### config.mk
export PLATFORM = sky130hd
export DESIGN_NAME = modulus_counter_arbiter
export DESIGN_NICKNAME = d
export VERILOG_FILES = /design/src/rtl/modulus_counter_arbiter.sv
export SDC_FILE = /design/constraint.sdc
export NUM_CORES = 1
export LEC_CHECK = 0
export BUFFER_PORTS_ARGS = -buffer_cell sky130_fd_sc_hd__buf_2
export CAP_MARGIN = 30
export CORE_UTILIZATION = 56
export CTS_BUF_LIST = sky130_fd_sc_hd__clkbuf_4 sky130_fd_sc_hd__clkbuf_8
export DETAILED_ROUTE_END_ITERATION = 16
export HOLD_SLACK_MARGIN = 0.12
export PLACE_DENSITY_LB_ADDON = 0.12
export SLEW_MARGIN = 30
export SYNTH_ARGS = -nofsm -noshare
export SYNTH_HDL_FRONTEND = slang
export SYNTH_SLANG_ARGS = --single-unit
### constraint.sdc
create_clock -name clk -period 6.15 [get_ports clk]
set_clock_uncertainty 0.05 [all_clocks]
set_input_delay 0.3075 -clock clk [delete_from_list [all_inputs] [get_ports clk]]
set_output_delay 0.3075 -clock clk [all_outputs]
set_load 0.005 [all_outputs]
### src/rtl/modulus_counter_arbiter.sv
// Round-robin arbiter sharing one programmable-modulus counter among 4 requesters.
// Latency: grant/owner/busy/Q valid 1 cycle after req is sampled; done is decoded from registers only.
// Backpressure: a requester drops req to abort its run; there is no stall path, the counter steps every RUN cycle.
//
// Ports: clk, reset_n (async active-low), req[3:0] level requests,
//        limit[4*n-1:0] per-requester terminal values, grant[3:0] one-hot owner,
//        owner[1:0] owner index, busy, Q shared counter, done[3:0] terminal strobe.
module modulus_counter_arbiter #(
  parameter int n = 3
) (
  input  logic           clk,
  input  logic           reset_n,
  input  logic [3:0]     req,
  input  logic [4*n-1:0] limit,
  output logic [3:0]     grant,
  output logic [1:0]     owner,
  output logic           busy,
  output logic [n-1:0]   Q,
  output logic [3:0]     done
);

  typedef enum logic {ST_IDLE, ST_RUN} state_t;

  state_t       r_state, w_state_nxt;
  logic [3:0]   r_grant, w_grant_nxt;
  logic [1:0]   r_owner, w_owner_nxt;
  logic [1:0]   r_ptr,   w_ptr_nxt;
  logic [n-1:0] r_q,     w_q_nxt;
  logic [n-1:0] r_lim,   w_lim_nxt;

  logic         w_at_lim;
  logic         w_end;
  logic [1:0]   w_search_ptr;
  logic [7:0]   w_req2;
  logic [3:0]   w_rot;
  logic [1:0]   w_off;
  logic         w_win_vld;
  logic [1:0]   w_win_idx;
  logic [n-1:0] w_win_lim;

  assign w_at_lim = (r_q == r_lim);
  // A run ends on its terminal count or when the owner withdraws its request.
  assign w_end    = (r_state == ST_RUN) && (w_at_lim || !req[r_owner]);

  // At the end of a run the search already starts one past the owner, so the
  // hand-off uses the pointer value that is being written on this same edge.
  assign w_search_ptr = (r_state == ST_RUN) ? r_owner + 2'd1 : r_ptr;

  // Rotate req so the search start lands at bit 0, then pick the lowest set bit.
  assign w_req2 = {req, req};
  assign w_rot  = w_req2[w_search_ptr +: 4];

  always_comb begin
    w_off     = 2'd3;
    w_win_vld = |w_rot;
    if (w_rot[0])      w_off = 2'd0;
    else if (w_rot[1]) w_off = 2'd1;
    else if (w_rot[2]) w_off = 2'd2;
  end

  assign w_win_idx = w_search_ptr + w_off;
  assign w_win_lim = limit[w_win_idx*n +: n];

  always_comb begin
    w_state_nxt = r_state;
    w_grant_nxt = r_grant;
    w_owner_nxt = r_owner;
    w_ptr_nxt   = r_ptr;
    w_q_nxt     = r_q;
    w_lim_nxt   = r_lim;
    case (r_state)
      ST_IDLE: begin
        if (w_win_vld) begin
          w_state_nxt = ST_RUN;
          w_grant_nxt = 4'b0001 << w_win_idx;
          w_owner_nxt = w_win_idx;
          w_lim_nxt   = w_win_lim;
          w_q_nxt     = '0;
        end
      end
      ST_RUN: begin
        if (w_end) begin
          w_q_nxt   = '0;
          w_ptr_nxt = r_owner + 2'd1;
          if (w_win_vld) begin
            // Back-to-back hand-off: stay in RUN with the new owner.
            w_grant_nxt = 4'b0001 << w_win_idx;
            w_owner_nxt = w_win_idx;
            w_lim_nxt   = w_win_lim;
          end else begin
            w_state_nxt = ST_IDLE;
            w_grant_nxt = '0;
            w_owner_nxt = '0;
          end
        end else begin
          w_q_nxt = r_q + n'(1);
        end
      end
      default: w_state_nxt = ST_IDLE;
    endcase
  end

  always_ff @(posedge clk or negedge reset_n) begin
    if (!reset_n) begin
      r_state <= ST_IDLE;
      r_grant <= '0;
      r_owner <= '0;
      r_ptr   <= '0;
      r_q     <= '0;
      r_lim   <= '0;
    end else begin
      r_state <= w_state_nxt;
      r_grant <= w_grant_nxt;
      r_owner <= w_owner_nxt;
      r_ptr   <= w_ptr_nxt;
      r_q     <= w_q_nxt;
      r_lim   <= w_lim_nxt;
    end
  end

  assign grant = r_grant;
  assign owner = r_owner;
  assign busy  = (r_state == ST_RUN);
  assign Q     = r_q;
  // The owner's strobe coincides with Q==lim_r, so grant and done always agree.
  assign done  = (busy && w_at_lim) ? r_grant : 4'b0000;

endmodule

==> flow_metrics.env <==
export IMPL_via_per_inst=5.90
export IMPL_cp_end_kind="flip-flop"
export IMPL_post_cts_setup_buffers=0
export IMPL_cts_buffers=3
export IMPL_p_int_mw=0.372
export IMPL_pre_cts_slack_ns=3.52
export IMPL_design_core_area_mm2=0.00173
export IMPL_comb_power_share_pct=66.0
export IMPL_synth_cell_type_count=35
export IMPL_grt_pass1_vias=889
export IMPL_finalHoldViolCount=0
export IMPL_synth_area_mm2=0.00104
export IMPL_dr_wl_met2_mm=1.30
export IMPL_final_setup_viol_count=0
export IMPL_startpoint_type="flip-flop"
export IMPL_worst_pin_slew_ns=0.715
export IMPL_antenna_found_initial=0
export IMPL_vias=1038
export IMPL_routed_wl_mm=2.52
export IMPL_ys_ff_latch=15
export IMPL_cts_sinks=15
export IMPL_start_util_pct=60.2
export IMPL_insertion_delay_ns=0.28
export IMPL_fp_dieW_um=45.1
export IMPL_worstSetupPathType="reg2reg"
export IMPL_die_y_um=45.1
export IMPL_drt_pass1_iterations=4
export IMPL_avgRoutedWirePerCell_um=14.3
export IMPL_gr_total_overflow=0
export IMPL_post_cts_resize_count=0
export IMPL_powerDensity_mw_per_mm2=570
export IMPL_status="finished clean"
export IMPL_worst_slack_ns=3.38
export IMPL_fin_nets=172
export IMPL_highest_layer="met3"
export IMPL_grt_pass1_wl_mm=4.00
export IMPL_routed_wl_met3_um=111
export IMPL_maxCapViolCount=0
export IMPL_drc_errors=0
export IMPL_pin_count=32
export IMPL_crit_path_max_fanout=15
export IMPL_clkTransAtPathRegs_ns=0.09
export IMPL_drive_gt1_share_pct=28.5
export IMPL_irDropWorstVdd_v=0.000372
export IMPL_portBuffers=31
export IMPL_postSynthAreaPerCell_um2=8.89
export IMPL_swShare_pct=48.0
export IMPL_clock_path_buffers=2
export IMPL_n_antenna_cell=0
export IMPL_clock_root_buffer="clkbuf_4"
export IMPL_synth_seq_area_share_pct=36.1
export IMPL_gp_congestion=0.847
export IMPL_period_share_pct=45.0
export IMPL_dpl_hpwl_mm=1.95
export IMPL_crit_arrival_ns=2.87
export IMPL_row_count=15
export IMPL_htree_levels=1
export IMPL_yosysWarnings=0
export IMPL_leakage_nw=0.607
export IMPL_fin_setup_tns_ns=0
export IMPL_syn_nets=137
export IMPL_cts_tree="built"
export IMPL_cpMaxStageDelayCell="dfrtp_1"
export IMPL_drt_antenna_violating_nets=0
export IMPL_dieArea_mm2=0.00203
export IMPL_drtIter0Drc=23
export IMPL_p_switching_mw=0.343
export IMPL_max_slew_margin_rel_pct=51.8
export IMPL_cts_hold_buf=1
export IMPL_synth_cells=117
export IMPL_synth_flop_cell="dfrtp_1"
export IMPL_critPathMaxStageDelay_ns=0.60
export IMPL_power_frac_seq_pct=26.2
export IMPL_synth_edf_count=0
export IMPL_finalMaxSlewViolations=0
export IMPL_pwr_share_clk_pct=7.8
export IMPL_period_minus_slack_ns=2.77
export IMPL_required_ns=6.26
export IMPL_max_freq_ghz=0.362
export IMPL_grt_max_degree=16
export IMPL_hp_class="in2reg"
export IMPL_track_usage_pct=27.4
export IMPL_path_cells="nor2b_1 -> a21oi_1 -> o21ai_0 -> a32oi_1 -> a21oi_1 -> ha_1 -> nor2b_1 -> a2111oi_1 -> o31ai_1"
export IMPL_rsz0062_at_grt="no"
export IMPL_area_growth_pct=20.7
export IMPL_synthArstFlopShare_pct=100
export IMPL_wl_met1_mm=1.10
[power groups by stage]
stage          combinational, mW  sequential, mW  clock, mW
6_report                   0.472           0.187     0.0559
5_1_grt                    0.522           0.191     0.0623
4_1_cts                    0.472           0.186     0.0575
3_5_place_dp               0.467           0.188          0
3_3_place_gp               0.448           0.185          0
2_1_floorplan              0.351           0.181          0
[worst max-delay path: cells and delay by family, from the launching register on]
kind / cells / cell delay (ns)
flops: 1 / 0.60
fa+ha+maj: 1 / 0.53
compound gates: 6 / 1.22
simple gates: 2 / 0.23
[state kept, by name, indices dropped and copies added, names as in the netlist]
signal,cells
Q,3
busy,1
grant,4
owner,2
r_lim,3
r_ptr,2
[logic make-up (layout without fill, tap and decap cells)]
| group | Yosys count | in the layout | synth area share, % |
|---|---|---|---|
| fa+ha+maj | 2 | 2 | 2.41 |
| flops | 15 | 15 | 36.1 |
| xor+xnor | 4 | 4 | 4.09 |
| compound gates | 40 | 40 | 29.2 |
| simple gates | 47 | 47 | 21.9 |
| mux | 2 | 2 | 3.61 |
| buf+inv | 7 | 41 | 2.65 |
[metrics by stage]
step / hold WS, ns / power (mW) / utilization, % / std cells / instance area, um^2
5_1_grt: 0.314 / 0.775 / 72.7 / 176 / 1250
3_3_place_gp: 0.173 / 0.633 / 70.5 / 171 / 1220
4_1_cts: 0.327 / 0.715 / 72.7 / 176 / 1250
2_1_floorplan: -0.0381 / 0.531 / - / 117 / 1040
6_report: 0.332 / 0.716 / 72.7 / 176 / 1250
3_5_place_dp: 0.182 / 0.654 / 70.5 / 171 / 1220
[routing by layer]
layer  track usage, %  vias up
met5                0        -
met4             1.82        0
met3             6.00        0
met2             47.0       34
met1             37.3      500
li1                 -      504
[cells in the mapped netlist, types with 2 or more instances]
master	count	area (um^2)
o21ai_0	11	55.1
a21o_2	2	17.5
o31ai_1	5	37.5
ha_1	2	25.0
a21oi_1	5	25.0
nor3_1	2	10.0
a32oi_1	2	17.5
inv_1	5	18.8
dfrtp_1	15	375
nor2b_1	7	43.8
a221oi_1	3	26.3
a22o_1	3	26.3
nand2_1	18	67.6
xor2_1	3	26.3
nor2_1	9	33.8
and2_1	5	31.3
a2111oi_1	2	20.0
[final timing paths]
kind	start	to	slack (ns)	depth (start not counted)
worst min-delay path	limit[9]	r_lim[0]	0.33	3
min in group asynchronous	reset_n	grant[1]	0.41	2
worst max register to register	busy	r_lim[1]	3.38	9
worst min register to register	r_ptr[0]	r_ptr[0]	0.44	2
max in group asynchronous	reset_n	r_ptr[1]	5.39	2
worst max-delay path	busy	r_lim[1]	3.38	9
[area by class of cell]
| class | instances | area [um^2] |
|---|---|---|
| Clock buffer | 3 | 22.5 |
| Sequential cell | 15 | 375 |
| Multi-Input combinational cell | 95 | 637 |
| Fill cell | 155 | 472 |
| Timing Repair Buffer | 32 | 165 |
| Clock inverter | 1 | 5.00 |
| Inverter | 5 | 18.8 |
| Tap cell | 25 | 31.3 |
[cells in the final DEF (no fill, tap or decap), types with 2 or more instances in the layout]
| cell | count |
|---|---|
| xor2_1 | 3 |
| nand2_1 | 18 |
| a21o_2 | 2 |
| nor2_1 | 9 |
| a21oi_1 | 5 |
| buf_2 | 31 |
| o21ai_0 | 11 |
| o31ai_1 | 5 |
| a221oi_1 | 3 |
| a22o_1 | 3 |
| a2111oi_1 | 2 |
| ha_1 | 2 |
| nor3_1 | 2 |
| inv_1 | 5 |
| dfrtp_1 | 15 |
| clkbuf_4 | 3 |
| a32oi_1 | 2 |
| nor2b_1 | 7 |
| and2_1 | 5 |
Note: power is estimated with default switching activity, not from simulation.
